## config.mk

```make
export PLATFORM = sky130hd
export DESIGN_NAME = leb128_decoder
export DESIGN_NICKNAME = d
export VERILOG_FILES = /design/src/rtl/leb128_decoder.sv
export SDC_FILE = /design/constraint.sdc
export NUM_CORES = 1
export LEC_CHECK = 0
export CORE_AREA = 2 2 128 130
export DETAILED_ROUTE_END_ITERATION = 6
export DIE_AREA = 0 0 130 132
export DONT_BUFFER_PORTS = 1
export PLACE_DENSITY = 0.6
export SETUP_SLACK_MARGIN = 0.5
export SYNTH_ARGS = -nofsm -noshare
export SYNTH_HDL_FRONTEND = slang
export SYNTH_SLANG_ARGS = --single-unit
```

## constraint.sdc

```tcl
create_clock -name clk -period 5.9 [get_ports clk]
set_input_delay 1.77 -clock clk [delete_from_list [all_inputs] [get_ports clk]]
set_output_delay 1.77 -clock clk [all_outputs]
set_load 0.01 [all_outputs]
```

## src/rtl/leb128_decoder.sv

```systemverilog
// ---------------------------------------------------------------------------
// leb128_decoder
//   Streaming LEB128 immediate decoder for the WASM core. Accepts one byte per
//   handshake beat, accumulates 7 payload bits per byte and presents the
//   decoded i32/i64 immediate (extended to MAX_WIDTH) with its byte length.
//   Malformed encodings park the block in a sticky error state with a 4-bit
//   trap code (1 too long, 2 overflow, 3 non-canonical) until abort or reset.
//
//   Optional build macro: LEB128_STRICT_EN
//     defined   - padded (non-minimal) encodings are rejected with trap 3
//     undefined - padded encodings are accepted; trap 3 is never produced
// ---------------------------------------------------------------------------
module leb128_decoder #(
    parameter int MAX_WIDTH = 64,
    parameter int LEN_W     = 4
) (
    input  logic                 clk,
    input  logic                 reset,
    input  logic                 abort,
    input  logic                 in_valid,
    output logic                 in_ready,
    input  logic [7:0]           in_byte,
    input  logic                 signed_mode,
    input  logic                 width_sel,
    output logic                 out_valid,
    input  logic                 out_ready,
    output logic [MAX_WIDTH-1:0] out_value,
    output logic [LEN_W-1:0]     out_len,
    output logic [3:0]           trap
);

    typedef enum logic [1:0] {
        ST_ACCUM,
        ST_DONE,
        ST_ERROR
    } state_e;

    localparam logic [3:0] TRAP_NONE = 4'd0;
    localparam logic [3:0] TRAP_LONG = 4'd1;
    localparam logic [3:0] TRAP_OVF  = 4'd2;
`ifdef LEB128_STRICT_EN
    localparam logic [3:0] TRAP_NONCANON = 4'd3;
`endif

    // ------------------------------------------------------------------
    // State and registered outputs
    // ------------------------------------------------------------------
    state_e                 state_q,     state_d;
    logic [63:0]            acc_q,       acc_d;
    logic [LEN_W-1:0]       count_q,     count_d;
    logic                   sgn_q,       sgn_d;
    logic                   w64_q,       w64_d;
    logic                   in_ready_q,  in_ready_d;
    logic                   out_valid_q, out_valid_d;
    logic [MAX_WIDTH-1:0]   out_value_q, out_value_d;
    logic [LEN_W-1:0]       out_len_q,   out_len_d;
    logic [3:0]             trap_q,      trap_d;
`ifdef LEB128_STRICT_EN
    // bit6 of the previously accepted byte, needed to spot redundant padding
    logic                   prev6_q,     prev6_d;
`endif

    // ------------------------------------------------------------------
    // Per-byte datapath
    // ------------------------------------------------------------------
    logic                   w64_in;
    logic                   first_byte;
    logic                   cur_signed;
    logic                   cur_w64;
    logic [6:0]             shift_amt;
    logic [6:0]             nbits;
    logic [6:0]             target_bits;
    logic [63:0]            acc_next;
    logic [63:0]            fill_mask;
    logic [63:0]            result;
    logic [63:0]            result_ext;
    logic [LEN_W-1:0]       count_inc;
    logic [LEN_W-1:0]       last_idx;
    logic                   is_last;
    logic                   range_ok;
    logic                   accept;

    // A 32-bit-only build has no 64-bit target regardless of width_sel
    assign w64_in      = (MAX_WIDTH == 64) ? width_sel : 1'b0;

    // Mode inputs only matter on the first byte; later bytes use the latch
    assign first_byte  = (count_q == '0);
    assign cur_signed  = first_byte ? signed_mode : sgn_q;
    assign cur_w64     = first_byte ? w64_in      : w64_q;

    assign shift_amt   = 7'(count_q) * 7'd7;
    assign nbits       = shift_amt + 7'd7;
    assign target_bits = cur_w64 ? 7'd64 : 7'd32;

    assign acc_next    = acc_q | ({57'd0, in_byte[6:0]} << shift_amt);
    assign count_inc   = count_q + 1'b1;

    // Byte limit: 5 bytes for a 32-bit target, 10 for 64-bit
    assign last_idx    = cur_w64 ? LEN_W'(9) : LEN_W'(4);
    assign is_last     = (count_q == last_idx);

    // Payload bits of the last allowed byte that lie beyond the target width
    // must be zero (unsigned) or copies of the sign bit (signed)
    always_comb begin
        range_ok = 1'b1;
        case ({cur_signed, cur_w64})
            2'b00:   range_ok = (in_byte[6:4] == 3'b000);
            2'b01:   range_ok = (in_byte[6:1] == 6'd0);
            2'b10:   range_ok = (in_byte[6:4] == {3{in_byte[3]}});
            default: range_ok = (in_byte[6:0] == 7'h00) || (in_byte[6:0] == 7'h7F);
        endcase
    end

    // Sign fill above the last payload bit, only when it lies inside the target
    assign fill_mask  = (cur_signed && in_byte[6] && (nbits < target_bits))
                        ? ({64{1'b1}} << nbits) : 64'd0;
    assign result     = acc_next | fill_mask;

    // 32-bit results are widened from bit 31 (sign) or with zeros (unsigned)
    assign result_ext = cur_w64 ? result
                                : {{32{cur_signed & result[31]}}, result[31:0]};

    assign accept     = in_valid & in_ready_q;

`ifdef LEB128_STRICT_EN
    logic pad_err;
    // A trailing 0x00 / 0x7F only adds information if it changes the sign
    // implied by the previous byte's bit6
    assign pad_err = !first_byte &&
                     (((in_byte == 8'h00) && (!cur_signed || !prev6_q)) ||
                      ((in_byte == 8'h7F) &&   cur_signed &&  prev6_q));
`endif

    // ------------------------------------------------------------------
    // Next-state / next-output logic
    // ------------------------------------------------------------------
    always_comb begin
        state_d     = state_q;
        acc_d       = acc_q;
        count_d     = count_q;
        sgn_d       = sgn_q;
        w64_d       = w64_q;
        in_ready_d  = in_ready_q;
        out_valid_d = out_valid_q;
        out_value_d = out_value_q;
        out_len_d   = out_len_q;
        trap_d      = trap_q;
`ifdef LEB128_STRICT_EN
        prev6_d     = prev6_q;
`endif

        case (state_q)
            ST_ACCUM: begin
                if (accept) begin
                    acc_d   = acc_next;
                    count_d = count_inc;
`ifdef LEB128_STRICT_EN
                    prev6_d = in_byte[6];
`endif
                    if (first_byte) begin
                        sgn_d = signed_mode;
                        w64_d = w64_in;
                    end

                    if (is_last && in_byte[7]) begin
                        state_d     = ST_ERROR;
                        trap_d      = TRAP_LONG;
                        in_ready_d  = 1'b0;
                        out_valid_d = 1'b0;
                    end else if (is_last && !range_ok) begin
                        state_d     = ST_ERROR;
                        trap_d      = TRAP_OVF;
                        in_ready_d  = 1'b0;
                        out_valid_d = 1'b0;
`ifdef LEB128_STRICT_EN
                    end else if (!in_byte[7] && pad_err) begin
                        state_d     = ST_ERROR;
                        trap_d      = TRAP_NONCANON;
                        in_ready_d  = 1'b0;
                        out_valid_d = 1'b0;
`endif
                    end else if (!in_byte[7]) begin
                        state_d     = ST_DONE;
                        in_ready_d  = 1'b0;
                        out_valid_d = 1'b1;
                        out_value_d = result_ext[MAX_WIDTH-1:0];
                        out_len_d   = count_inc;
                        trap_d      = TRAP_NONE;
                    end
                end
            end

            ST_DONE: begin
                if (out_ready) begin
                    state_d     = ST_ACCUM;
                    out_valid_d = 1'b0;
                    in_ready_d  = 1'b1;
                    acc_d       = '0;
                    count_d     = '0;
                end
            end

            ST_ERROR: begin
                in_ready_d  = 1'b0;
                out_valid_d = 1'b0;
            end

            default: begin
                state_d     = ST_ACCUM;
                in_ready_d  = 1'b1;
                out_valid_d = 1'b0;
            end
        endcase

        // Abort overrides everything above; a byte offered now is dropped
        if (abort) begin
            state_d     = ST_ACCUM;
            acc_d       = '0;
            count_d     = '0;
            trap_d      = TRAP_NONE;
            out_valid_d = 1'b0;
            in_ready_d  = 1'b1;
        end
    end

    // ------------------------------------------------------------------
    // State register with asynchronous active-low reset
    // ------------------------------------------------------------------
    always_ff @(posedge clk or negedge reset) begin
        if (!reset) begin
            state_q     <= ST_ACCUM;
            acc_q       <= '0;
            count_q     <= '0;
            sgn_q       <= 1'b0;
            w64_q       <= 1'b0;
            in_ready_q  <= 1'b1;
            out_valid_q <= 1'b0;
            out_value_q <= '0;
            out_len_q   <= '0;
            trap_q      <= TRAP_NONE;
`ifdef LEB128_STRICT_EN
            prev6_q     <= 1'b0;
`endif
        end else begin
            state_q     <= state_d;
            acc_q       <= acc_d;
            count_q     <= count_d;
            sgn_q       <= sgn_d;
            w64_q       <= w64_d;
            in_ready_q  <= in_ready_d;
            out_valid_q <= out_valid_d;
            out_value_q <= out_value_d;
            out_len_q   <= out_len_d;
            trap_q      <= trap_d;
`ifdef LEB128_STRICT_EN
            prev6_q     <= prev6_d;
`endif
        end
    end

    assign in_ready  = in_ready_q;
    assign out_valid = out_valid_q;
    assign out_value = out_value_q;
    assign out_len   = out_len_q;
    assign trap      = trap_q;

endmodule
```

# Word-level counts from Yosys, hierarchy flattened

Index checks and enable logic that the tools add are counted.
Widths: inputs -> output; s select.

Flip-flop bits (word level): 146
Memories kept: 0
Input port bits: 15
Output and inout bits: 74
Latch bits: 0
Memory bits (read-only): 0
Memory bits (writable): 0

Eq/ne operators: 12
$lt $le $gt $ge: 1
Add/sub/neg operators: 2
Reduce and logical (&&, ||, !) cells: 21
Divide/modulo/power cells: 0
Multiply operators: 1
Shift operators: 2
Bitwise gates (word level): 7
Multiplexer cells: 42

Operator list:

| operator              | number |
|---|---|
| $mux 64               | 5 |
| $or 64x64->64         | 2 |
| $pmux 64 s2           | 1 |
| $shl 64x7->64 const A | 1 |
| $shl 7x7->64          | 1 |
| $mux 4                | 10 |
| $mux 1                | 14 |
| $mux 2                | 6 |
| $reduce_and 3->1      | 3 |
| $pmux 4 s2            | 1 |
| $add 7x3->7 const B   | 1 |
| $eq 7x7->1 const B    | 1 |
| $logic_not 7->1       | 1 |
| $lt 7x7->1            | 1 |
| $mul 4x3->7 const B   | 1 |
| $mux 7                | 1 |
| $logic_not 6->1       | 1 |
| $ne 3x3->1 const B    | 2 |
| $pmux 1 s3            | 2 |
| $pmux 2 s3            | 1 |
| $ne 5x5->1 const B    | 1 |
| $reduce_and 5->1      | 1 |
| $add 4x1->4 const B   | 1 |
| $eq 2x1->1 const B    | 2 |
| other kinds (18)      | 27 |

# Depth between registers and ports, before layout

Depth after elaboration: 11
Mapped depth: 20

# Worst setup path before layout

No wires, ideal clock.

Kind: reg2reg
Start: register count_q[1]
End: register out_value_q[6] (netlist: out_value[6])
Slack: 1276 ps
Stages on the path, launching flop included: 19
Path buffers: 4
Data required time: 5835 ps
Arrival time: 4559 ps
Cell sequence: dfrtp_1 > clkbuf_1 > inv_1 > fa_1 > inv_1 > ha_1 > ha_1 > o21ai_0 > or2_2 > buf_2 > o311a_1 > inv_1 > ha_1 > clkbuf_1 > a21oi_1 > nand4_1 > clkbuf_1 > o311ai_0 > o21a_1

Cells in the longest elaborated chain, start to end: 8
Elaborated cells on any way between the ends: 27
Classes of those cells: add/sub (1); mul (1); order compare (1); eq/ne (3); shift (2); mux (7); bitwise (4); reduce/logical (8)

Ends and longest elaborated chain:

| what                                                                | line | source |
|---|---|---|
| from (decl)                                                         | 50   | `logic [LEN_W-1:0] count_q, count_d;` |
| from (signal assigned)                                              | 247  | `count_q <= count_d;` |
| parallel branches: the longest is 8 deep, another holds $mul 4x3->7 | -    |  |
| to (signal assigned)                                                | 252  | `out_value_q <= out_value_d;` |
| to (decl)                                                           | 55   | `logic [MAX_WIDTH-1:0] out_value_q, out_value_d;` |

Several ways; the timed one is not identified.
A chain may end at the register's enable or synchronous reset.

# Worst setup path in the final report

Start: register count_q[3]
End: register out_value_q[52] (netlist: out_value[52])

Cells in the longest elaborated chain, start to end: 9
Elaborated cells on any way between the ends: 28
Classes of those cells: add/sub (1); mul (1); order compare (1); eq/ne (3); shift (2); mux (7); bitwise (5); reduce/logical (8)

Ends and longest elaborated chain:

| what |
|---|
| parallel branches: the longest is 9 deep, another holds $mul 4x3->7 |

Several ways; the timed one is not identified.

==> results by group <==
Status
  • Status: finished clean

Timing
  • Setup TNS: 0 ns
  • Fin crit share: 84.0%
  • Max Transition Viols Final: 0
  • Final Hold Viols: 0
  • Minimum clock period: 4.96 ns
  • Clock Skews: 0.00818 ns
  • Slew at the pin with the worst max-slew slack: 1.39 ns
  • Peak Freq: 202 MHz
  • Setup Viol. Count Final: 0
  • RSZ-0062 raised after global routing: false
  • Slew margin rel.: 6.86%

Global route
  • GRT Total Usage: 27.8%
  • Vias in the first global route: 5988
  • Largest net degree at the start of global routing: 145
  • Global route total overflow: 0
  • Global-route wire length before repair: 35600 um
  • Initial antenna violation count: 0

Clock network
  • Clock Path Buffers: 2
  • Root Driver: clkbuf_16
  • Clock Latency Late Sink: 0.43 ns
  • H-tree levels: 4
  • TritonCTS clock tree: built
  • # clock sinks: 144
  • Clock transition at path regs: 0.06 ns
  • Cts bufs inserted: 17
  • Post-CTS setup buffer count: 0

Logic synthesis
  • Dominant cell type by area after synthesis: dfrtp_1
  • Unique masters post-synth: 63
  • Post-synthesis sequential area ratio: 48.3%
  • Synth Area in Compound Gates: 30.6%
  • Synth top area cells: dfrtp_1 48%, a21oi_1 10%, nor2_1 5.1%
  • Syn avg cell area: 9.22 sq um
  • Yosys warns: 0
  • Synth top area share: 47.9%
  • EDFF count, synth: 0
  • Synth Area in XOR/XNOR: 0.235%
  • Post-synth top cells: 150 x a21oi_1, 143 x dfrtp_1, 102 x nor2_1
  • Gate Count Post-Synth: 810
  • Ys flop type: dfrtp_1
  • Most common cell in the netlist: a21oi_1
  • Synth Area in Simple Gates: 11.3%
  • Asr flop ratio synth: 100%
  • #FFs+latches synth: 144
  • Post-synthesis mux area share: 0.302%
  • Post-Synth Adder-Cell Area: 3.72%
  • Area of the mapped netlist: 7470 sq um
  • Main combinational cell family by area after synthesis: compound AO/OA/AOI/OAI gates

Route
  • DR pass1 iterations: 5
  • Post-route antenna net violation count: 0
  • Vias per inst: 6.37
  • 1st-iter DRT viols: 691
  • Drt total wl: 23300 um
  • Drt drc: 0
  • Avg WL per Cell: 23.1 um
  • Vias: 6425

Run
  • Max_cap viols: 0

Floorplan
  • I/O pin count: 89
  • Die X: 130 um
  • Die height: 132 um
  • Die area: 17200 sq um
  • Initial core utilization: 47.5%
  • FP Rows: 46
  • Core Box Area: 15700 sq um

Critical path
  • R2R Path End: out_value[52]
  • Crit. End Element: register
  • R2r setup slk: 0.94 ns
  • Critical path class: register to register
  • Critical Path RT: 6.27 ns
  • Crit-path max FO: 17
  • WP data arrival: 5.33 ns
  • R2R cell count: 17
  • Reg2Reg Launch Point: count_q[3]
  • Setup crit start kind: register

Place
  • RePlAce Congestion: 0.921
  • I/O Buffers: 0
  • Inst Count DP: 976
  • DP Wirelength: 15300 um

Power
  • PnR Total Power: 3.96 mW
  • Pwr Density: 482 nW/um^2
  • P_leak: 3.36 nW
  • Worst-case vdd ir drop: 0.000282 V

Final layout
  • Share of cells above drive strength 1: 8.71%
  • Fillers: 1448
  • Antenna diode count: 0
  • Cell Count, Final, Fillers Out: 1008
  • Syn-to-layout area delta: 9.98%
  • Final Net Count: 815

Hold path
  • HP Class: register to register
  • Worst hold stages: 2
  • Hold endpoint: acc_q[49]
  • Worst hold start: acc_q[49]
-- layout make-up --
cell class | instances | area [sq um] | area share, %
timing repair buffer | 19 | 143 | 1.74
multi-input combinational | 567 | 3490 | 42.4
clock inverter | 14 | 156 | 1.90
tap | 216 | 270 | 3.29
inverter | 30 | 113 | 1.37
sequential | 144 | 3610 | 43.9
clock buffer | 18 | 439 | 5.35
-- sequential cells by signal, summed over array words and instances, names as in the netlist --
signal and flops:
acc_q 64, count_q 4, in_ready 1, out_len 4
out_valid 1, out_value 64, sgn_q 1, state_q 2
trap 2, w64_q 1
-- layer usage --
layer,up-vias,wire (um),track usage [%]
met5,-,0,0
li1,2902,-,-
met2,283,10200,40.1
met3,49,2220,6.90
met1,3191,10200,40.8
met4,0,608,9.62
-- worst max path at each step --
stage	startpoint	to
after detailed placement	width_sel	out_value[41]
after global routing	count_q[3]	out_value[52]
after global placement	width_sel	out_value[45]
after floorplan	count_q[1]	out_value[6]
after CTS	count_q[2]	out_value[52]
final	count_q[3]	out_value[52]
-- kinds of logic (layout without fill, tap and decap cells) --
| family | count (synthesis) | in the layout |
|---|---|---|
| compound gates | 347 | 347 |
| simple gates | 193 | 193 |
| flops | 144 | 144 |
| buf+inv | 100 | 81 |
| fa+ha+maj | 21 | 21 |
| xor+xnor | 2 | 2 |
| mux | 2 | 2 |
| other cells | 1 | 2 |
-- report_power, final --
group | total (mW) | leakage [nW] | internal [mW] | switching, mW
Clock | 1.09 | 0.280 | 0.638 | 0.449
Combinational | 1.31 | 1.24 | 0.459 | 0.850
Sequential | 1.57 | 1.85 | 1.25 | 0.319
-- through the flow --
step                      setup WS (ns)  cell area [sq um]  utilization, %  hold WS, ns
final                             0.941               8220            52.3        0.479
after global routing              0.604               8220            52.3        0.507
after global placement            0.896               7610            48.4        0.460
after CTS                         0.902               8210            52.2        0.482
after floorplan                    1.28               7470               -        0.449
after detailed placement          0.940               7610            48.4        0.468
-- cells in the final DEF (no fill, tap or decap), drive strengths merged, types with 5 or more instances in the layout --
master	count
a21oi	151
dfrtp	143
nor2	102
o211ai	44
nand2	40
o21a	33
inv	33
o22a	25
a31oi	23
ha	19
buf	19
clkbuf	18
o21ai	13
o31ai	12
nand3	11
nor3	11
o311ai	9
nand4	5
a2111oi	5
o221ai	5
a211oi	5
clkinv	5
-- critical path: stages (launching register included) --
cell and delay, ns:
dfrtp_1 0.55, inv_1 0.22, fa_1 0.53, inv_1 0.04, ha_1 0.28, ha_1 0.38
o21ai_0 0.17, or2_2 0.43, o311a_1 0.36, inv_1 0.11, ha_1 0.36, nand2b_1 0.14
a21oi_1 0.05, nor4bb_2 0.27, buf_4 0.25, o311ai_0 0.31, a21oi_1 0.30, o22a_1 0.15
-- what timing repair did --
| action | in CTS | in global routing |
|---|---|---|
| hold endpoints to repair | 0 | 0 |
| hold buffers | 0 | 0 |
| setup endpoints to repair | 0 | 1 |
| gates resized for setup | 0 | 2 |
(Power assumes the default switching activity.)
